`config.mk`:
```
export PLATFORM = sky130hd
export DESIGN_NAME = cpu_sequencer
export DESIGN_NICKNAME = d
export VERILOG_FILES = /design/src/rtl/cpu_pkg.sv /design/src/rtl/pc_unit.sv /design/src/rtl/cpu_sequencer.sv
export SDC_FILE = /design/constraint.sdc
export NUM_CORES = 1
export LEC_CHECK = 0
export ABC_AREA = 1
export CORE_ASPECT_RATIO = 1.2
export CORE_UTILIZATION = 45
export CTS_CLUSTER_SIZE = 16
export DETAILED_ROUTE_END_ITERATION = 6
export GPL_TIMING_DRIVEN = 0
export PLACE_DENSITY = 0.77
export SYNTH_ARGS = -nofsm -noshare
export SYNTH_HDL_FRONTEND = slang
export SYNTH_SLANG_ARGS = --single-unit
```
`constraint.sdc`:
```
create_clock -name clk -period 1.83 [get_ports clk]
set_input_delay 0.366 -clock clk [delete_from_list [all_inputs] [get_ports clk]]
set_output_delay 0.366 -clock clk [all_outputs]
set_load 0.05 [all_outputs]
```
`src/rtl/cpu_pkg.sv`:
```
// Shared definitions for the 8-bit core: width defaults, opcode constants and
// the sequencer FSM state type.
package cpu_pkg;

    // Default widths of the core datapath
    localparam int unsigned PcWidthDef      = 8;
    localparam int unsigned ProgramWidthDef = 16;
    localparam int unsigned ParamBitsDef    = 8;
    localparam int unsigned RetireBitsDef   = 16;

    // Opcode field values as produced/consumed by the decoder
    localparam logic [3:0] Op_NOP  = 4'h0;
    localparam logic [3:0] Op_MOV  = 4'h1;
    localparam logic [3:0] Op_ADD  = 4'h2;
    localparam logic [3:0] Op_SUB  = 4'h3;
    localparam logic [3:0] Op_AND  = 4'h4;
    localparam logic [3:0] Op_OR   = 4'h5;
    localparam logic [3:0] Op_XOR  = 4'h6;
    localparam logic [3:0] Op_GOTO = 4'h7;
    localparam logic [3:0] Op_IFZ  = 4'h8;
    localparam logic [3:0] Op_IFNZ = 4'h9;
    localparam logic [3:0] Op_IFGT = 4'hA;

    // Sequencer states
    typedef enum logic [1:0] {
        IDLE   = 2'd0,
        FETCH  = 2'd1,
        DECODE = 2'd2,
        EXEC   = 2'd3
    } seq_state_e;

endpackage

```
`src/rtl/pc_unit.sv`:
```
// Program counter with next-PC selection: increment, absolute load or
// relative branch by a sign-extended offset. Arithmetic wraps modulo 2^PC_WIDTH.
module pc_unit #(
    parameter int unsigned PC_WIDTH  = 8,
    parameter int unsigned ParamBits = 8
) (
    input  logic                 clk,
    input  logic                 reset,
    input  logic                 load,
    input  logic                 cnt_wr_en,
    input  logic                 add_offset,
    input  logic [ParamBits-1:0] literal,
    output logic [PC_WIDTH-1:0]  pc
);

    logic [PC_WIDTH-1:0] offset_ext;
    logic [PC_WIDTH-1:0] target;
    logic [PC_WIDTH-1:0] pc_next;

    // Select the next program counter value
    always_comb begin
        offset_ext = PC_WIDTH'($signed(literal));
        target     = PC_WIDTH'(literal);
        pc_next    = pc + PC_WIDTH'(1);
        if (cnt_wr_en) begin
            pc_next = add_offset ? (pc + offset_ext) : target;
        end
    end

    // PC register, updated only when the sequencer retires an instruction
    always_ff @(posedge clk or posedge reset) begin
        if (reset) begin
            pc <= '0;
        end else if (load) begin
            pc <= pc_next;
        end
    end

endmodule

```
`src/rtl/cpu_sequencer.sv`:
```
// Multi-cycle control FSM of the 8-bit core: IDLE -> FETCH -> DECODE -> EXEC.
// Fetches an instruction, holds it for the decoder, then commits the decoder's
// enables as one-cycle write strobes and advances the PC.
// Optional feature: define SEQ_SINGLE_STEP_EN to add the step input, which runs
// exactly one instruction from IDLE per rising edge of step.
module cpu_sequencer
    import cpu_pkg::*;
#(
    parameter int unsigned PC_WIDTH          = PcWidthDef,
    parameter int unsigned PROGRAM_DataWidth = ProgramWidthDef,
    parameter int unsigned ParamBits         = ParamBitsDef,
    parameter int unsigned RetireBits        = RetireBitsDef
) (
    input  logic                         clk,
    input  logic                         reset,
    input  logic                         run,
`ifdef SEQ_SINGLE_STEP_EN
    input  logic                         step,
`endif
    output logic                         imem_req,
    output logic [PC_WIDTH-1:0]          imem_addr,
    input  logic                         imem_ack,
    input  logic [PROGRAM_DataWidth-1:0] imem_rdata,
    output logic [PROGRAM_DataWidth-1:0] instruction,
    input  logic                         dec_wr_en,
    input  logic                         dec_stat_wr_en,
    input  logic                         dec_cnt_wr_en,
    input  logic                         dec_add_offset,
    input  logic [ParamBits-1:0]         dec_literal_adr,
    output logic                         rf_wr_strobe,
    output logic                         stat_wr_strobe,
    output logic [PC_WIDTH-1:0]          pc,
    output logic                         halted,
    output logic [RetireBits-1:0]        retire_cnt
);

    seq_state_e state;
    logic       start;
    logic       pc_load;

`ifdef SEQ_SINGLE_STEP_EN
    logic step_q;

    // Remember previous step level so a held step runs only one instruction
    always_ff @(posedge clk or posedge reset) begin
        if (reset) begin
            step_q <= 1'b0;
        end else begin
            step_q <= step;
        end
    end

    assign start = run | (step & ~step_q);
`else
    assign start = run;
`endif

    assign pc_load   = (state == EXEC);
    assign imem_addr = pc;

    pc_unit #(
        .PC_WIDTH  (PC_WIDTH),
        .ParamBits (ParamBits)
    ) u_pc_unit (
        .clk        (clk),
        .reset      (reset),
        .load       (pc_load),
        .cnt_wr_en  (dec_cnt_wr_en),
        .add_offset (dec_add_offset),
        .literal    (dec_literal_adr),
        .pc         (pc)
    );

    // Sequencer FSM with registered outputs
    always_ff @(posedge clk or posedge reset) begin
        if (reset) begin
            state          <= IDLE;
            instruction    <= '0;
            imem_req       <= 1'b0;
            rf_wr_strobe   <= 1'b0;
            stat_wr_strobe <= 1'b0;
            halted         <= 1'b1;
            retire_cnt     <= '0;
        end else begin
            unique case (state)
                IDLE: begin
                    if (start) begin
                        state    <= FETCH;
                        imem_req <= 1'b1;
                        halted   <= 1'b0;
                    end
                end
                FETCH: begin
                    // Fetch is never aborted; run is only consulted after EXEC
                    if (imem_ack) begin
                        instruction <= imem_rdata;
                        imem_req    <= 1'b0;
                        state       <= DECODE;
                    end
                end
                DECODE: begin
                    // Decoder has settled on the instruction; strobes go out in EXEC
                    state          <= EXEC;
                    rf_wr_strobe   <= dec_wr_en;
                    stat_wr_strobe <= dec_stat_wr_en;
                end
                EXEC: begin
                    rf_wr_strobe   <= 1'b0;
                    stat_wr_strobe <= 1'b0;
                    if (retire_cnt != '1) begin
                        retire_cnt <= retire_cnt + RetireBits'(1);
                    end
                    if (run) begin
                        state    <= FETCH;
                        imem_req <= 1'b1;
                    end else begin
                        state  <= IDLE;
                        halted <= 1'b1;
                    end
                end
                default: begin
                    state <= IDLE;
                end
            endcase
        end
    end

endmodule

```
==> results.cfg <==
[setup_path]
crit_path_top_delay_cell = clkdlybuf4s15_1
required_ps = 1460
critPathKind = register to output pin
path_cells = buf_4 > clkdlybuf4s15_1
critical_path_arrival_ps = 1400
cp-startpoint = u_pc_unit.pc[7]
critPathMaxFanout = 6
crit_path_end_kind = output pin
r2r_start = u_pc_unit.pc[3]
cp_slowest_stage_delay_ps = 490
start_kind = register

[place]
io_buffers = 83
placed_area_sq_mm = 0.00377
gp_congestion = 0.845
hpwl_um = 5120

[cells_and_area]
finalInstanceArea_sq_mm = 0.00387
n_antenna_cell = 0
multiInputGateArea_sq_mm = 0.00142
num-fill-cells = 531
finalNetCount = 483
syn2layout_area_growth_pct = 37.9
post-route-util_pct = 64.3
seqCellArea_sq_mm = 0.00116
drive_above_1_share_pct = 13.2

[timing]
drv_slew = 0
fmax_mhz = 566
rsz0062_at_grt = true
period_share_pct = 96.6
fin_tns_setup_ps = 0
worst_pin_slew_ps = 524
slew_headroom_pct = 65.2
fin_worst_skew_ps = 7.12
fin_crit_ps = 1770
setup_viol = 0
hold_viol = 0

[route]
vias_per_cell = 4.98
initialDrtViolationCount = 90
routedWlPerCell_um = 12.6
ant_nets = 0
dr.pass1.iters = 5
drc = 0
wl_um = 6560
routed-via-count = 2589

[job]
timing.max_cap.violations = 0

[power_and_ir_drop]
ir_drop_mv = 1.06
leakage_nw = 1.97
power.density_mw_per_mm2 = 1770
power_w = 0.00684

[grt]
grt_usage_pct = 20.9
grt_first_pass_wirelength_um = 10600
grt_start_max_net_pins = 29
antenna_found_initial = 0
grt_overflow_total = 0
grt_pass1_vias = 2395

[logic_synthesis]
synth_cell_types = 38
synth_top_area_cell = dfrtp_1
synth_area_leaders = dfrtp_1, nand2_1, mux2_2, ha_1, nor2_1
synth_common_cells = nand2_1, dfrtp_1, nor2_1
syn_avg_cell_area_sq_um = 8.21
synth-seq-cells = 46
synth_edf_count = 0
synth_area_sq_mm = 0.00281
async_reset_ff_share_pct = 100
synth-main-ff-cell = dfrtp_1
yosysTopAreaCellShare_pct = 40.1
yosysMostFrequentCell = nand2_1
yosysWarnings = 0
synth_cells = 342
seq_area_frac_synth_pct = 41.1
syn_nets = 388

[clock_network]
clkTransAtPathRegs_ps = 90
cts_buffer_depth = 2
cts_made_buffers = 5
root_buffer = clkbuf_8
cts_tree = yes
h-tree-depth = 2
postCtsHoldBufs = 0
cts_sinks = 46
clock_latency_ps = 290

[floorplanning]
io_pins = 84
coreArea_sq_mm = 0.00601
die_w_um = 74.1
dieArea_sq_mm = 0.00656
start_util_pct = 46.7
die_y_um = 88.5
num_rows = 31

[status]
status = completed

[min_path]
hp-class = input port to async pin
-- flip-flops by register name (all words and copies together), names as in the netlist --
name	count
instruction	16
retire_cnt	16
u_pc_unit.pc	8
state	2
halted	1
imem_req	1
rf_wr_strobe	1
stat_wr_strobe	1
-- report_power, final --
part / internal, W / total (W) / leakage, nW / switching, W
Sequential: 0.00143 / 0.00182 / 0.561 / 0.000383
Clock: 0.000270 / 0.000616 / 0.0452 / 0.000346
Combinational: 0.00151 / 0.00440 / 1.37 / 0.00289
Total: 0.00321 / 0.00684 / 1.97 / 0.00362
-- metrics by stage --
step / cells / hold WS (ps) / setup WS (ps)
6_report: 520 / 371 / 63.1
3_3_place_gp: 507 / 481 / -674
3_5_place_dp: 508 / 487 / -421
4_1_cts: 517 / 379 / 1.77
2_1_floorplan: 342 / 514 / -7.25
5_1_grt: 520 / 406 / -12.6
-- layout make-up --
type | instances | area share (%)
Clock inverter | 2 | 0.356
Sequential cell | 46 | 29.9
Tap cell | 82 | 2.65
Buffer | 15 | 2.65
Timing Repair Buffer | 88 | 22.2
Multi-Input combinational cell | 243 | 36.6
Clock buffer | 6 | 1.88
Inverter | 38 | 3.69
-- worst paths after layout --
check | endpoint | slack (ps) | depth (start not counted)
worst min register to register | instruction[7] | 500 | 1
max in group asynchronous | halted | 910 | 3
worst min-delay path | retire_cnt[11] | 370 | 2
min in group clk | instruction[7] | 500 | 1
worst max register to register | u_pc_unit.pc[4] | 110 | 7
worst max-delay path | pc[7] | 60 | 2
-- kinds of logic (layout without fill, tap and decap cells) --
logic type,Yosys count,count (layout),synth area share [%]
compound gates,41,41,7.98
xor+xnor,15,15,4.68
fa+ha+maj,14,14,6.51
buf+inv,53,149,8.65
flops,46,46,41.1
mux,16,16,6.42
simple gates,157,157,24.7
-- placed cells by master, fill, tap and decap left out, types with 2 or more instances in the layout --
cell / synthesis / final
clkdlybuf4s15_1: 0 / 2
nor2_1: 41 / 41
a22oi_1: 2 / 2
a31oi_1: 2 / 2
xnor2_1: 3 / 3
inv_1: 37 / 35
dlymetal6s2s_1: 0 / 12
dlygate4sd2_1: 0 / 39
clkbuf_1: 4 / 5
dfrtp_2: 0 / 5
clkbuf_8: 0 / 5
inv_2: 1 / 3
clkdlybuf4s50_1: 0 / 29
nand2_1: 70 / 70
a21oi_1: 17 / 17
nand4_1: 5 / 5
dfrtp_1: 45 / 40
xor2_1: 12 / 12
buf_4: 8 / 13
nand3b_1: 3 / 3
o21bai_1: 2 / 2
o21ai_0: 14 / 14
nor3_1: 3 / 3
nand3_1: 25 / 25
ha_1: 13 / 12
mux2_2: 16 / 16
-- repair_timing --
| action | 4_1_cts | 5_1_grt |
|---|---|---|
| buffers inserted | 1 | 3 |
| pin swaps | 2 | 0 |
| setup endpoints to repair | 44 | 20 |
| gates resized for setup | 45 | 16 |
| hold endpoints to repair | 0 | 0 |
-- layer usage --
layer	GRT usage, %	up-vias	share of wire, %
li1	-	1291	-
met1	24.0	1232	41
met2	38.5	62	55
met3	3.87	4	4.0
met4	6.82	0	0.64
met5	0	-	0
-- worst max-delay path, delay by kind of cell, from the launching register on --
family,cells,cell delay [ps]
buf+inv,2,640
flops,1,470
No activity file was read; power rests on OpenSTA's default activity.
